--- src/rtl/gpu_stream_pkg.sv ---
// Shared definitions for the GPU stream adapters: the FIFO reader state
// encoding and the beats-per-word helper.
package gpu_stream_pkg;

   typedef enum logic {
      RD_IDLE,
      RD_HOLD
   } rd_state_t;

   // Number of OW-bit beats carried by one IW-bit word.
   function automatic int beats_f(input int iw, input int ow);
      return iw / ow;
   endfunction

endpackage

--- src/rtl/fifo_unpack_reader.sv ---
// Drain side of a synchronous FIFO: pops IW-bit words and replays each one as
// IW/OW beats of OW bits on a valid/ready stream, least-significant beat first.
//
// Handshake: a beat transfers on every rising edge where o_valid & i_ready.
// o_valid/o_data/o_last are stable while o_valid & !i_ready. o_valid never
// depends on i_ready. The FIFO side pops on every edge where o_fifo_rd is high,
// and o_fifo_rd is only raised while i_fifo_empty is low.
module fifo_unpack_reader
   import gpu_stream_pkg::*;
#(
   parameter int IW = 64,
   parameter int OW = 16
) (
   input  logic          i_clk,
   input  logic          i_resetn,
   input  logic          i_fifo_empty,
   input  logic [IW-1:0] i_fifo_data,
   output logic          o_fifo_rd,
   input  logic          i_flush,
   output logic          o_valid,
   output logic [OW-1:0] o_data,
   output logic          o_last,
   input  logic          i_ready,
   output logic          o_busy,
   output rd_state_t     o_state
);

   localparam int BEATS = beats_f(IW, OW);
   localparam int CW    = (BEATS > 1) ? $clog2(BEATS) : 1;

   // A word must split into a whole number of beats.
   if ((IW % OW) != 0 || OW > IW) begin : g_width_check
      $error("fifo_unpack_reader: IW must be a non-zero multiple of OW");
   end

   rd_state_t         state;
   logic [CW-1:0]     cnt;
   logic [IW-1:0]     word_q;
   logic              held;
   logic              beat_last;
   logic              fire;

   assign held      = (state == RD_HOLD);
   assign beat_last = (cnt == CW'(BEATS - 1));
   assign fire      = held & i_ready;

   // Pop when nothing is held, or when the final beat of the held word leaves
   // this cycle, so back-to-back words stream without a bubble.
   assign o_fifo_rd = i_resetn & ~i_fifo_empty & ~i_flush &
                      (~held | (fire & beat_last));

   assign o_valid = held;
   assign o_busy  = held;
   assign o_last  = held & beat_last;
   assign o_data  = word_q[int'(cnt) * OW +: OW];
   assign o_state = state;

   // Reader FSM: load on pop, step the beat counter on each fire, flush drops the word.
   always_ff @(posedge i_clk) begin
      if (!i_resetn) begin
         state  <= RD_IDLE;
         cnt    <= '0;
         word_q <= '0;
      end else if (i_flush) begin
         state <= RD_IDLE;
         cnt   <= '0;
      end else begin
         case (state)
            RD_IDLE: begin
               if (o_fifo_rd) begin
                  word_q <= i_fifo_data;
                  cnt    <= '0;
                  state  <= RD_HOLD;
               end
            end
            RD_HOLD: begin
               if (fire) begin
                  if (!beat_last) begin
                     cnt <= cnt + CW'(1);
                  end else if (o_fifo_rd) begin
                     word_q <= i_fifo_data;
                     cnt    <= '0;
                  end else begin
                     cnt   <= '0;
                     state <= RD_IDLE;
                  end
               end
            end
            default: begin
               state <= RD_IDLE;
               cnt   <= '0;
            end
         endcase
      end
   end

endmodule
--- config.mk ---
export PLATFORM = sky130hd
export DESIGN_NAME = fifo_unpack_reader
export DESIGN_NICKNAME = d
export VERILOG_FILES = /design/src/rtl/gpu_stream_pkg.sv /design/src/rtl/fifo_unpack_reader.sv
export SDC_FILE = /design/constraint.sdc
export NUM_CORES = 1
export LEC_CHECK = 0
export BUFFER_PORTS_ARGS = -buffer_cell sky130_fd_sc_hd__buf_4
export CORE_MARGIN = 2
export CORE_UTILIZATION = 45
export CTS_CLUSTER_SIZE = 40
export DETAILED_ROUTE_END_ITERATION = 12
export GPL_TIMING_DRIVEN = 0
export PLACE_DENSITY = 0.71
export SYNTH_ARGS = -nofsm -noshare
export SYNTH_HDL_FRONTEND = slang
export SYNTH_SLANG_ARGS = --single-unit
--- constraint.sdc ---
create_clock -name i_clk -period 3 [get_ports i_clk]
set_clock_uncertainty 0.2 [all_clocks]
set_input_delay 0.15 -clock i_clk [delete_from_list [all_inputs] [get_ports i_clk]]
set_output_delay 0.15 -clock i_clk [all_outputs]
set_load 0.02 [all_outputs]
==> Word level (Yosys, flattened, before mapping) <==
Index checks and enable logic that the tools add are counted.
{ "classes": {"n_addsub": 1, "n_eq_ne": 4, "n_shift": 1, "muxes": 12, "bitwise_logic": 11, "n_reduce_logical": 3} }
{ "ops": {"columns": ["op", "count"], "rows": [
  ["$mux 64", 3],
  ["$pmux 64 s2", 1],
  ["$shiftx 64x7->16", 1],
  ["$and 1x1->1", 6],
  ["$mux 2", 3],
  ["$ne 2x1->1 const B", 2],
  ["$not 1->1", 4],
  ["$pmux 2 s2", 1],
  ["$mux 1", 3],
  ["$reduce_and 3->1", 1],
  ["$add 2x1->2 const B", 1],
  ["$eq 2x2->1 const B", 1],
  ["$ne 2x2->1 const B", 1],
  ["$pmux 1 s2", 1],
  ["$reduce_and 2->1", 1],
  ["$reduce_or 2->1", 1],
  ["$or 1x1->1", 1]
]} }
{ "totals": {"ff_bits": 67, "inputBits": 69, "wordCells": 35} }

==> Longest topological paths before layout <==
{ "logic_depth": {"depth_word": 8, "depth_mapped": 6, "ltp_nobuf": 4} }

==> Worst setup path after synthesis <==
OpenSTA, ideal clock, no wires.
{ "synth_timing": {"kind": "reg-to-output", "start": "register cnt[0]", "end": "output port o_data[0]", "arrival_ns": 1.277, "required_ns": 2.650, "path_slack_ns": 1.373, "path_stages_with_launch": 4, "cell_sequence": "dfxtp_1 > buf_6 > buf_4 > mux4_2"} }
{ "synth_via": {"elab_chain_cells": 1} }
{ "synth_lines": {"columns": ["element", "line", "text"], "rows": [
  ["start, declared", "fifo_unpack_reader.sv:37", "logic [CW-1:0] cnt;"],
  ["start signal, assigned", "fifo_unpack_reader.sv:79", "cnt <= cnt + CW'(1);"],
  ["$shiftx 64x7->16", "fifo_unpack_reader.sv:55", "assign o_data = word_q[int'(cnt) * OW +: OW];"],
  ["end, declared", "fifo_unpack_reader.sv:21", "output logic [OW-1:0] o_data,"]
]} }
Every way passes these cells.

==> Worst setup path in the final report <==
{ "layout_timing": {"start": "register cnt[0]", "end": "output port o_data[4]"} }
Same word-level chain as after synthesis.

==> impl_results.md <==
* Status: completed
* TritonRoute pass-1 iters at 4
* Critical Path End Type: output port
* FILL cells at around 540
* Period minus WS final at roughly 2.2 ns
* Floorplan row count at 30
* Ys Warns at 0
* Seq cells post-synth at between 60 and 70
* Core area at 6720 um2
* Final TNS setup at 0 ns
* Post-DRT Antenna Nets at 0
* Layout cells sized above 1 at 38.3%
* Worst setup margin at a little under 0.8 ns
* Post-Syn Instances at around 320
* Worst path arrival time at around 1.9 ns
* Register area share after synthesis at between 40% and 50%
* Fin crit share at roughly 74%
* Pleak at ~1.9 nW
* Netlist cell types at 20
* Critical-path cell list: buf_6, buf_4, mux4_2, buf_4
* Fin. Hold Viols at 0
* Hold wc startpoint: i_resetn
* RePlAce Congestion at 0.843
* Max rail drop VDD at about 0.00029 V
* Cells resized by post-CTS repair at 0
* Reg2Reg Depth at 6
* # DRC at 0
* Die Y at 86.7 um
* Max transition margin at a little over three fifths
* Initial DRC count at roughly 170
* Cell area after synthesis at slightly above 3000 um2
* Reg2reg start: cnt[0]
* Area grow syn2layout at 53.3%
* Largest net degree at the start of global routing at 11
* Tightest Pin Transition at about 0.56 ns
* Io pins at 90
* Syn_nets at roughly 400
* Power per cell area at between 400 and 500 nW/um2
* Die Span X at ~87 um
* Final setup fails at 0
* Largest stage delay on the critical path at 0.55 ns
* Nets at around 560
* R2R setup slack at around 0.81 ns
* First-pass GRT wire length at between 15000 and 20000 um
* Place WS at between 1 and 1.5 ns
* Clk_lat worst skew at between 0.3 and 0.4 ns
* Hold Path Stages at 4
* CTS sink cnt at between 60 and 70
* Clock slew at reported path FFs at around 0.070 ns
* Fmax at between 400 and 500 MHz
* Full die area at 7510 um2
* Fin area at 4710 um2
* Antenna violations before repair at 0
* Post-CTS repair timing setup buffer count at 0
* CP most frequent cell: buf_4
* IO buf count at ~90
* Total global-route track usage at 27.0%
* Maxcap violations at 0
* Area of the multi-input gates at ~1500 um2
* CP max stage cell: mux4_2
* HPWL Detailed at roughly 6100 um
* Worst Path Max Fanout at 10
* Setup Crit Path Kind: reg2out
* Clock Root Buffer: clkbuf_8
* Post-Route WL at around 9600 um
* Mean post-synth cell area at approximately 9.5 um2
* HP Class: in2reg
* Wire length per cell at ~17 um
* RSZ-0062 raised after global routing: false
* Congestion Overflow GR at 0
* Effective utilization at floorplan at about 46%
* CTS tree: built
* Drt via density at between 5 and 6
* Commonest cells after routing, fill and taps aside: buf_4 (93), dlygate4sd3_1 (69), dfxtp_1 (67), nand2_1 (65), nand3_1 (65)
* Commonest non-fill, non-tap cell in the layout: buf_4
* H-tree depth at 3
* FF-to-FF End: o_busy
* Via count at 3096
* ANT cells at 0
* Final slew viol count at 0
* Sink of the worst hold path: word_q[38]
* Worst EP required at around 2.7 ns
* Vias in the first global route at ~3200
* Reg area at 1340 um2
* Startpoint Class: flip-flop
* CTS buffer count at 9
* Clock Tree Buf Depth at 2
* Area post-placement at a little under 4000 um2
## power by group
| part | internal (mW) | switching, mW |
|---|---|---|
| sequential | 0.936 | 0.0293 |
| clock | 0.364 | 0.331 |
| combinational | 0.193 | 0.150 |
| total | 1.49 | 0.510 |
## how the worst max path moves through the flow
stage	end	cells after the start	startpoint
floorplan	o_data[0]	3	cnt[0]
global placement	o_data[11]	4	cnt[0]
detailed placement	o_data[11]	4	cnt[0]
CTS	o_data[11]	4	cnt[0]
global route	o_data[4]	4	cnt[0]
finish	o_data[4]	4	cnt[0]
## worst max-delay path: cells and delay by family (launching register included)
family | cells | cell delay (ns)
buffers and inverters | 3 | 0.62
muxes | 1 | 0.55
DFF | 1 | 0.35
## layout make-up
cell class,count,area share (%)
clock inverter,1,0.159
timing repair buffer,158,28.8
tap,80,2.12
buffer,34,4.41
multi-input combinational,222,32.4
sequential,67,28.5
clock buffer,14,3.66
## metal layers
layer / GRT usage [%] / vias up / wire length, um
li1: - / 1482 / -
met1: 34.8 / 1470 / 3960
met2: 45.2 / 128 / 4730
met3: 6.00 / 16 / 697
met4: 8.24 / 0 / 185
met5: 0 / - / 0
## flip-flops by register name (all words and copies together) (netlist names)
name / cells
o_busy: 1
cnt: 2
word_q: 64
## logic make-up (layout without fill, tap and decap cells)
kind of cell | after synthesis | after routing | share of synthesized area [%]
mux | 16 | 16 | 11.7
simple gates | 135 | 135 | 19.8
compound gates | 70 | 70 | 17.7
flops | 67 | 67 | 43.6
buf+inv | 34 | 207 | 6.75
fa+ha+maj | 1 | 1 | 0.407
## Yosys cell counts
library cell	number	area [um2]
o21ai_0	15	75.1
buf_2	10	50.1
buf_1	4	15.0
o211ai_1	2	15.0
mux4_2	16	360
nand2b_1	1	6.26
dfxtp_1	67	1340
a21oi_1	3	15.0
clkbuf_1	9	33.8
and2_4	1	8.76
nand2_1	65	244
nand3_1	65	325
a21bo_1	1	10.0
and2_1	1	6.26
o21ai_2	49	429
or3_1	1	6.26
buf_6	7	78.8
nor3b_2	1	12.5
buf_4	4	30.0
ha_1	1	12.5
## per-stage QoR
step / utilization (%) / instances / hold WS, ns / power, mW
after floorplan: - / 323 / 0.0419 / 1.12
after global placement: 57.2 / 492 / 0.167 / 1.25
after detailed placement: 57.2 / 492 / 0.173 / 1.25
after CTS: 70.2 / 576 / 0.103 / 2.00
after global routing: 70.2 / 576 / 0.125 / 2.08
final: 70.2 / 576 / 0.110 / 2.00
## what timing repair did
action,CTS,global route
hold buffers,69,0
hold endpoints to repair,67,0
endpoints found under the setup margin,0,0
(Power assumes the default switching activity.)
